--- src/rtl/seg_pkg.sv ---
// Shared segment encodings, conversion FSM states and the power-of-ten helper
// for the multiplexed seven-segment display controller.
package seg_pkg;

    // Active-high patterns, bit order {dp,g,f,e,d,c,b,a}
    localparam logic [7:0] SEG_0     = 8'h3F;
    localparam logic [7:0] SEG_1     = 8'h06;
    localparam logic [7:0] SEG_2     = 8'h5B;
    localparam logic [7:0] SEG_3     = 8'h4F;
    localparam logic [7:0] SEG_4     = 8'h66;
    localparam logic [7:0] SEG_5     = 8'h6D;
    localparam logic [7:0] SEG_6     = 8'h7D;
    localparam logic [7:0] SEG_7     = 8'h07;
    localparam logic [7:0] SEG_8     = 8'h7F;
    localparam logic [7:0] SEG_9     = 8'h6F;
    localparam logic [7:0] SEG_MINUS = 8'h40;
    localparam logic [7:0] SEG_BLANK = 8'h00;
    localparam logic [7:0] SEG_DP    = 8'h80;

    typedef enum logic [1:0] {
        IDLE   = 2'd0,
        SHIFT  = 2'd1,
        COMMIT = 2'd2
    } conv_state_t;

    function automatic logic [7:0] seg_digit(input logic [3:0] d);
        logic [7:0] p;
        case (d)
            4'd0:    p = SEG_0;
            4'd1:    p = SEG_1;
            4'd2:    p = SEG_2;
            4'd3:    p = SEG_3;
            4'd4:    p = SEG_4;
            4'd5:    p = SEG_5;
            4'd6:    p = SEG_6;
            4'd7:    p = SEG_7;
            4'd8:    p = SEG_8;
            4'd9:    p = SEG_9;
            default: p = SEG_BLANK;
        endcase
        return p;
    endfunction

    function automatic logic [63:0] pow10(input int n);
        logic [63:0] p;
        p = 64'd1;
        for (int i = 0; i < n; i++) p = p * 64'd10;
        return p;
    endfunction

endpackage

--- src/rtl/bin2bcd_seq.sv ---
// Sequential shift-add-3 binary to BCD converter: one bit per clock, then a
// single COMMIT cycle where done is high and bcd holds the result.
module bin2bcd_seq
    import seg_pkg::*;
#(
    parameter int DATA_W = 20,
    parameter int DIGITS = 6
) (
    input  logic                   clk,
    input  logic                   rst,
    input  logic                   start,
    input  logic [DATA_W-1:0]      bin,
    output logic                   busy,
    output logic                   done,
    output logic [DIGITS-1:0][3:0] bcd
);

    localparam int CW = $clog2(DATA_W + 1);

    conv_state_t            state;
    logic [CW-1:0]          shift_cnt;
    logic [DATA_W-1:0]      bin_sr;
    logic [DIGITS-1:0][3:0] bcd_sr;
    logic [DIGITS-1:0][3:0] bcd_adj;

    for (genvar d = 0; d < DIGITS; d++) begin : g_adj
        assign bcd_adj[d] = (bcd_sr[d] >= 4'd5) ? bcd_sr[d] + 4'd3 : bcd_sr[d];
    end

    always_ff @(posedge clk or posedge rst) begin
        if (rst) begin
            state     <= IDLE;
            shift_cnt <= '0;
            bin_sr    <= '0;
            bcd_sr    <= '0;
            busy      <= 1'b0;
            done      <= 1'b0;
        end else begin
            done <= 1'b0;
            case (state)
                IDLE: begin
                    if (start) begin
                        state     <= SHIFT;
                        bin_sr    <= bin;
                        bcd_sr    <= '0;
                        shift_cnt <= '0;
                        busy      <= 1'b1;
                    end
                end
                SHIFT: begin
                    {bcd_sr, bin_sr} <= {bcd_adj, bin_sr} << 1;
                    shift_cnt        <= shift_cnt + 1'b1;
                    if (shift_cnt == CW'(DATA_W - 1)) begin
                        state <= COMMIT;
                        done  <= 1'b1;
                    end
                end
                COMMIT: begin
                    state <= IDLE;
                    busy  <= 1'b0;
                end
                default: begin
                    state <= IDLE;
                    busy  <= 1'b0;
                end
            endcase
        end
    end

    assign bcd = bcd_sr;

endmodule

--- src/rtl/seg_scan_ctrl.sv ---
// Multiplexed seven-segment controller: captures a value on load, converts it
// to BCD in the background, then scans digits with blanking, sign and points.
module seg_scan_ctrl
    import seg_pkg::*;
#(
    parameter int DIGITS      = 6,
    parameter int DATA_W      = 20,
    parameter int CNT_SEG_MAX = 49,
    parameter int SEG_ACT_LOW = 1
) (
    input  logic              sys_clk,
    input  logic              sys_rst,
    input  logic [DATA_W-1:0] data_in,
    input  logic [DIGITS-1:0] point_in,
    input  logic              sign_in,
    input  logic              load,
    input  logic              seg_en,
    output logic              busy,
    output logic [DIGITS-1:0] sel,
    output logic [7:0]        seg
);

    localparam int          CNT_W   = (CNT_SEG_MAX > 0) ? $clog2(CNT_SEG_MAX + 1) : 1;
    localparam int          IDX_W   = $clog2(DIGITS);
    localparam logic [7:0]  SEG_OFF = (SEG_ACT_LOW != 0) ? 8'hFF : 8'h00;
    localparam logic [63:0] LIM_POS = pow10(DIGITS);
    localparam logic [63:0] LIM_NEG = pow10(DIGITS - 1);

    logic                   accept;
    logic                   ovf_now;
    logic                   conv_done;
    logic [DIGITS-1:0][3:0] conv_bcd;

    logic [DIGITS-1:0]      pend_point;
    logic                   pend_sign;
    logic                   pend_ovf;

    logic [DIGITS-1:0][3:0] disp_bcd;
    logic [DIGITS-1:0]      disp_point;
    logic                   disp_sign;
    logic                   disp_ovf;

    logic [CNT_W-1:0]       scan_cnt;
    logic [IDX_W-1:0]       dig_idx;

    logic                   lit_acc;
    logic [DIGITS-1:0]      blank;
    logic [DIGITS-1:0]      minus_pos;
    logic [DIGITS-1:0][7:0] pat;

    assign accept = load & ~busy;
    // A minus sign costs one digit of range
    assign ovf_now = 64'(data_in) >= (sign_in ? LIM_NEG : LIM_POS);

    bin2bcd_seq #(
        .DATA_W (DATA_W),
        .DIGITS (DIGITS)
    ) u_conv (
        .clk   (sys_clk),
        .rst   (sys_rst),
        .start (accept),
        .bin   (data_in),
        .busy  (busy),
        .done  (conv_done),
        .bcd   (conv_bcd)
    );

    always_ff @(posedge sys_clk or posedge sys_rst) begin
        if (sys_rst) begin
            pend_point <= '0;
            pend_sign  <= 1'b0;
            pend_ovf   <= 1'b0;
            disp_bcd   <= '0;
            disp_point <= '0;
            disp_sign  <= 1'b0;
            disp_ovf   <= 1'b0;
        end else begin
            if (accept) begin
                pend_point <= point_in;
                pend_sign  <= sign_in;
                pend_ovf   <= ovf_now;
            end
            if (conv_done) begin
                disp_bcd   <= conv_bcd;
                disp_point <= pend_point;
                disp_sign  <= pend_sign;
                disp_ovf   <= pend_ovf;
            end
        end
    end

    // Walk down from the top digit: a digit stays blank until something at or above it is visible
    always_comb begin
        lit_acc = 1'b0;
        blank   = '0;
        for (int k = DIGITS - 1; k >= 0; k--) begin
            lit_acc  = lit_acc | (disp_bcd[k] != 4'd0) | disp_point[k];
            blank[k] = (k != 0) && !lit_acc;
        end
    end

    for (genvar k = 0; k < DIGITS; k++) begin : g_pat
        if (k == 0) begin : g_lsd
            assign minus_pos[k] = 1'b0;
        end else begin : g_hi
            assign minus_pos[k] = blank[k] & ~blank[k-1];
        end

        assign pat[k] = disp_ovf  ? SEG_MINUS :
                        blank[k]  ? ((disp_sign & minus_pos[k]) ? SEG_MINUS : SEG_BLANK) :
                                    (seg_digit(disp_bcd[k]) | (disp_point[k] ? SEG_DP : SEG_BLANK));
    end

    always_ff @(posedge sys_clk or posedge sys_rst) begin
        if (sys_rst) begin
            scan_cnt <= '0;
            dig_idx  <= '0;
        end else if (scan_cnt == CNT_W'(CNT_SEG_MAX)) begin
            scan_cnt <= '0;
            dig_idx  <= (dig_idx == IDX_W'(DIGITS - 1)) ? '0 : dig_idx + 1'b1;
        end else begin
            scan_cnt <= scan_cnt + 1'b1;
        end
    end

    // sel and seg share one register stage so the digit and its pattern switch together
    always_ff @(posedge sys_clk or posedge sys_rst) begin
        if (sys_rst) begin
            sel <= '0;
            seg <= SEG_OFF;
        end else if (!seg_en) begin
            sel <= '0;
            seg <= SEG_OFF;
        end else begin
            sel <= DIGITS'(1) << dig_idx;
            seg <= (SEG_ACT_LOW != 0) ? ~pat[dig_idx] : pat[dig_idx];
        end
    end

endmodule

--- config.mk ---
export PLATFORM = sky130hd
export DESIGN_NAME = seg_scan_ctrl
export DESIGN_NICKNAME = d
export VERILOG_FILES = /design/src/rtl/seg_pkg.sv /design/src/rtl/bin2bcd_seq.sv /design/src/rtl/seg_scan_ctrl.sv
export SDC_FILE = /design/constraint.sdc
export NUM_CORES = 1
export LEC_CHECK = 0
export ABC_AREA = 1
export BUFFER_PORTS_ARGS = -buffer_cell sky130_fd_sc_hd__buf_2
export CORE_ASPECT_RATIO = 0.8
export CORE_MARGIN = 4
export CORE_UTILIZATION = 35
export DETAILED_ROUTE_END_ITERATION = 8
export PLACE_DENSITY = 0.56
export SLEW_MARGIN = 20
export SYNTH_ARGS = -nofsm -noshare
export SYNTH_HDL_FRONTEND = slang
export SYNTH_SLANG_ARGS = --single-unit
export TNS_END_PERCENT = 100
--- constraint.sdc ---
create_clock -name sys_clk -period 3.9 [get_ports sys_clk]
set_clock_uncertainty 0.1 [all_clocks]
set_input_delay 0 -clock sys_clk [delete_from_list [all_inputs] [get_ports sys_clk]]
set_output_delay 0 -clock sys_clk [all_outputs]
set_load 0.02 [all_outputs]
# Yosys cells after proc, flatten, opt, wreduce, memory -nomap -nowiden
# Memory sizes are Yosys's and may differ from the RTL's.
# Cells that the tools add are included.
# totals
reg_bits,116
romBits,672
input_bits,31
word_cells,148
memories,6
# memory_table
memory,depth,width,read_ports,rd_clocked_by_memory_dff,wr,line,rtl
(name not given),16,7,1,0,0,seg_pkg.sv:28,case (d)
(name not given),16,7,1,0,0,seg_pkg.sv:28,
(name not given),16,7,1,0,0,seg_pkg.sv:28,
(name not given),16,7,1,0,0,seg_pkg.sv:28,
(name not given),16,7,1,0,0,seg_pkg.sv:28,
(name not given),16,7,1,0,0,seg_pkg.sv:28,
# classes
n_addsub,9
n_lt_le_gt_ge,8
eq_ne,6
shifts,1
n_mux,48
bitwise_logic,28
n_reduce_logical,15
# ops
op,n
$mux 8,19
$or 8x8->8,6
$pmux 24 s2,1
$mux 20,2
$pmux 20 s2,1
$mux 7,5
$bmux 8 s3,1
$ge 4x3->1 const B,6
$mux 24,1
$add 4x2->4 const B,5
$ge 20x20->1,1
$mux 4,5
$reduce_bool 4->1,5
$mux 6,2
$and 1x1->1,10
$pmux 5 s2,1
$or 1x1->1,9
$not 8->8,1
$add 6x1->6 const B,1
$eq 6x6->1 const B,1
$mux 3,2
$reduce_and 2->1,3
$shl 1x3->6 const A,1
$add 5x1->5 const B,1
17 further kinds,25

# Longest topological paths before layout
# depth
word_depth,19
mapped_depth,15
depth_no_buf,15

# By module
# From an unflattened synthesis, not the netlist that was laid out.
# unflattened
cells_unflattened,940
hier_area_um2,7115.6
# by_module_without_submodules
module,instances,cells_per_inst,area_per_inst_um2,seq_area_each_um2
seg_scan_ctrl,1,584,4344.2,1586.5
bin2bcd_seq,1,356,2771.4,1326.3

# Worst setup path after synthesis
# Ideal clock, no wire load.
# synth_timing
path_type,register to register
start,register disp_bcd[21] (netlist name)
end,register seg[6]
arrival_time_ps,1564
required_time_ps,3721
slack_ps,2157
stages_incl_launch_ff,14
path_buffers,0
synth_period_minus_slack_ps,1743
cell_sequence,dfrtp_1 -> inv_1 -> ha_1 -> inv_1 -> nor2_4 -> nand2_4 -> nor2_8 -> nand4_4 -> nand3_1 -> nand3_1 -> nand2_1 -> nand2_1 -> nand2_1 -> nand2_1
# synth_via
elab_chain_cells,19
elab_cells_between_ends,45
classes_between,mux: 18; bitwise: 20; reduce/logical: 6; memory: 1
# synth_lines
item,line,rtl
from (decl),seg_scan_ctrl.sv:38,logic [DIGITS-1:0][3:0] disp_bcd;
from (signal assigned),seg_scan_ctrl.sv:84,disp_bcd <= conv_bcd;
$reduce_bool 4->1,seg_scan_ctrl.sv:97,lit_acc = lit_acc | (disp_bcd[k] != 4'd0) | disp_point[k];
$or 1x1->1 (9 in series),seg_scan_ctrl.sv:97,
$and 1x1->1 or $logic_not 1->1 (tied branches),"seg_scan_ctrl.sv:106, seg_scan_ctrl.sv:98",
$and 1x1->1,seg_scan_ctrl.sv:110,blank[k] ? ((disp_sign & minus_pos[k]) ? SEG_MINUS : SEG_BLANK) :
$mux 7,seg_scan_ctrl.sv:110,
$mux 8,seg_scan_ctrl.sv:110,
$mux 8,seg_scan_ctrl.sv:109,assign pat[k] = disp_ovf ? SEG_MINUS :
$bmux 8 s3 (*),--,
$mux 8 (implied by the code) (*),seg_scan_ctrl.sv:136,seg <= (SEG_ACT_LOW != 0) ? ~pat[dig_idx] : pat[dig_idx];
$not 8->8 (*),seg_scan_ctrl.sv:136,
$mux 8 (*),seg_scan_ctrl.sv:131,end else if (!seg_en) begin
to (signal assigned),seg_scan_ctrl.sv:136,
to (decl),seg_scan_ctrl.sv:20,output logic [7:0] seg
# Every way passes the cells marked *; elsewhere a longest branch is shown, timed or not. The select of a mux whose other input is x is not followed.
# A chain may end at the register's enable or synchronous reset.

# Final worst setup path
# layout_timing
start,register u_conv.busy
end,register u_conv.bin_sr[16]
# layout_via
elab_chain_cells,4
# layout_lines
item,line,rtl
from (decl),bin2bcd_seq.sv:13,"output logic busy,"
from (signal assigned),bin2bcd_seq.sv:36,busy <= 1'b0;
from (signal assigned),bin2bcd_seq.sv:47,busy <= 1'b1;
from (signal assigned),bin2bcd_seq.sv:60,busy <= 1'b0;
$not 1->1,seg_scan_ctrl.sv:51,assign accept = load & ~busy;
$and 1x1->1,seg_scan_ctrl.sv:51,
$ne 2x2->1 (no source line),--,
$reduce_and 2->1 (no source line),--,
to (signal assigned),bin2bcd_seq.sv:44,bin_sr <= bin;
to (signal assigned),bin2bcd_seq.sv:51,"{bcd_sr, bin_sr} <= {bcd_adj, bin_sr} << 1;"
to (decl),bin2bcd_seq.sv:22,logic [DATA_W-1:0] bin_sr;
# No other way between the ends.

==> flow_summary.ini <==
[power]
p_per_area_mw_per_mm2 = 739
fin_total_pwr_w = 0.00602
ir_drop_mv = 0.302
power.leakage_nw = 4.03

[logic_synthesis]
synthDistinctLibCells = 46
avgSynthCellArea_sq_um = 8.19
synthesis.instances = 834
yosys_warnings = 0
synth_top_area_share_pct = 39.5
synth_seq_cells = 116
synth_top_cell_by_area = dfrtp_1
syn_area_sq_mm = 0.00683
synth.area.top_cells = dfrtp_1 (40%), ha_1 (10%), nand2_1 (9.6%)
ys_seq_area_share_pct = 42.6
syn_nets = 922

[sta]
max_freq_mhz = 364
worst_slew_pin_slew_ns = 0.682
post-route-period-util_pct = 70.5
layout_min_cycle_time_ns = 2.75
drv_slew = 0
hold_viol_final = 0
setup_viol = 0
timing.slew.headroom_pct = 54.5
final.setup.tns_ns = 0
rsz0062_at_grt = no

[floorplanning]
row_count = 45
initial_utilization_pct = 35.8
die_area_sq_mm = 0.0218
fp.dieH_um = 133
core-area_sq_mm = 0.0191
top_level_ports = 46
fp.dieW_um = 164

[critical_path]
worstPathArrival_ns = 3.01
cpMostUsedCell = inv_1
cp_cell_sequence = inv_1 > nand2_1 > nor3_2 > inv_1 > nand2_2 > buf_4 > o22ai_1 > nor2_1
cp_max_fo = 28
crit_type = reg -> reg
critPathLaunch = u_conv.busy
worstSetupStartpointType = register
rr_startpoint = u_conv.busy
cp-end-kind = register
required_ns = 4.16
r2r_slack_ns = 1.15
reg2reg_depth = 8
endpoint = u_conv.bin_sr[16]
cp_slowest_cell = nand2_2
cpPeakStageDelay_ns = 0.56
r2r_end = u_conv.bin_sr[16]

[grt]
antenna_found_initial = 0
grt_first_pass_wirelength_um = 28100
grt_max_degree = 49
grt_pass1_vias = 5647
grt_overflow = 0
grt_use_total_pct = 16.1

[cts]
clkSlewWorstSetupHoldPaths_ns = 0.06
htreeDepth = 4
clkLatencyLatePin_ns = 0.42
cts_root_buf = clkbuf_16
cts_tree = yes
clock-sinks = 116
numCtsBuffers = 17
cts_resized = 0
cts_max_path_buffers = 2

[cells_and_area]
nFillCells = 1932
design_area_sq_mm = 0.00815
multiInputGateArea_sq_mm = 0.00340
antenna_cells = 0
seq_area_sq_mm = 0.00291
drive_above_1_share_pct = 14.1
areaGrowthSynthToFinish_pct = 19.2
nNetsFinal = 997
final_cells = 1180

[placed_design]
dpl.hpwl_um = 12100
routabilityCongestion = 0.908
dp.cells = 1120
dpl_cell_area_sq_mm = 0.00731
io_buffer_count = 45

[detailed_routing]
dr.pass1.iters = 5
postRouteAntennaNets = 0
wl_per_cell_um = 14.3
routed_wl_um = 16900
vias_per_cell = 4.87
dr_total_vias = 5748
drt_iter0_drc = 423
drc = 0

[flow_run]
maxCapViolCount = 0

[outcome]
status = finished clean

[worst_hold_path]
hold_class = in -> reg
[kinds of logic (layout without fill, tap and decap cells)]
family                     count (synthesis)  after routing  share of synthesized area (%)
xor gates and xnor gates                   9              9                           1.15
DFF                                      116            116                           42.6
and+or+nand+nor                          332            332                           22.4
buffers and inverters                    131            219                           7.62
adders and majority gates                 57             57                           10.4
muxes                                      3              3                          0.494
AOI/OAI and AO/OA                        186            186                           15.3
[area by class of cell]
type                    instances  area share (%)
well taps                     258            3.96
inverters                     108            5.01
multi-input cells             587            41.7
clock inverters                11            1.37
clock buffers                  21            5.41
repair buffers                 79            6.76
flip-flops and latches        116            35.8
[cell usage after synthesis, drive strengths merged]
cell type,n
nor4,3
a22o,1
nand3,41
a311oi,1
clkbuf,15
a2111oi,1
dfstp,8
o22ai,27
buf,8
a31oi,2
nand2,180
nand3b,3
o221ai,1
ha,57
inv,106
o32ai,1
mux2,3
o31ai,3
o21ai,92
or2,14
nor3,6
a21oi,40
nor2,73
a211o,2
dfrtp,108
clkinv,2
nand4,12
o211ai,15
xor2,9
[report_power, final]
part / total, W / leakage (nW) / internal [W] / switching [W]
Combinational: 0.00248 / 2.36 / 0.000903 / 0.00157
Sequential: 0.00205 / 1.39 / 0.00169 / 0.000361
Clock: 0.00149 / 0.274 / 0.000931 / 0.000556
Total: 0.00602 / 4.03 / 0.00353 / 0.00249
[repair_timing]
item                                   4_1_cts  5_1_grt
hold buffers                                28        0
buffers inserted                             0        0
endpoints found under the hold margin       83        0
[worst max-delay path, delay by kind of cell, from the launching register on]
kind	cells	cell delay, ns
and+or+nand+nor	4	1.30
AOI/OAI and AO/OA	1	0.10
buffers and inverters	3	0.80
DFF	1	0.37
[flip-flops by register name, indices dropped and copies added, names as in the netlist, 2 cells and up]
| signal | flops |
|---|---|
| u_conv.shift_cnt | 5 |
| dig_idx | 3 |
| u_conv.bin_sr | 20 |
| u_conv.bcd | 24 |
| sel | 6 |
| scan_cnt | 6 |
| disp_bcd | 24 |
| pend_point | 6 |
| disp_point | 6 |
| u_conv.state | 2 |
| seg | 8 |
[metrics by stage]
| stage | worst slack (ns) | hold slack (ns) | util (%) |
|---|---|---|---|
| CTS | 1.11 | 0.00319 | 42.7 |
| floorplan | 0.741 | -0.000303 | - |
| global placement | 1.23 | 0.0216 | 38.3 |
| global route | 0.800 | 0.0740 | 42.7 |
| finish | 1.15 | 0.0160 | 42.7 |
| detailed placement | 1.12 | 0.0205 | 38.3 |
[worst min-delay path by stage]
stage | slack (ns) | endpoint | cells past startpoint | start
6_report | 0.02 | pend_point[1] | 4 | load
5_1_grt | 0.07 | pend_point[3] | 4 | load
4_1_cts | 0.003 | pend_sign | 3 | sign_in
3_5_place_dp | 0.02 | disp_point[1] | 2 | sys_rst
3_3_place_gp | 0.02 | pend_point[0] | 2 | sys_rst
2_1_floorplan | -0.0003 | sel[3] | 2 | seg_en
[per-layer routing]
metal  vias up  track usage, %  part of all wire [%]
met1      2686            23.1                    50
met2       135            24.4                    44
met3        12            3.74                   4.6
met4         0            4.05                  0.88
li1       2915               -                     -
met5         -               0                     0
[cell usage in the layout (no fill, tap or decap), types with 3 or more instances in the layout]
| cell type | synthesis | layout |
|---|---|---|
| nand2_1 | 174 | 174 |
| dfrtp_1 | 108 | 108 |
| inv_1 | 103 | 102 |
| o21ai_0 | 89 | 89 |
| nor2_1 | 62 | 62 |
| ha_1 | 57 | 57 |
| buf_2 | 6 | 45 |
| a21oi_1 | 39 | 39 |
| nand3_1 | 39 | 39 |
| dlygate4sd3_1 | 0 | 28 |
| o22ai_1 | 27 | 27 |
| clkbuf_16 | 0 | 17 |
| o211ai_1 | 15 | 15 |
| or2_2 | 13 | 13 |
| nand4_1 | 11 | 11 |
| xor2_1 | 9 | 9 |
| dfstp_2 | 8 | 8 |
| clkinv_2 | 0 | 7 |
| nor2_2 | 6 | 6 |
| buf_4 | 1 | 6 |
| nor3_1 | 5 | 5 |
| nor2_4 | 4 | 4 |
| clkbuf_1 | 14 | 4 |
| nand2_2 | 3 | 3 |
| o31ai_1 | 3 | 3 |
| mux2_2 | 3 | 3 |
| nand2_4 | 3 | 3 |
| inv_2 | 3 | 3 |
| o21ai_1 | 3 | 3 |
| nand3b_1 | 3 | 3 |
No activity file was read; power rests on OpenSTA's default activity.
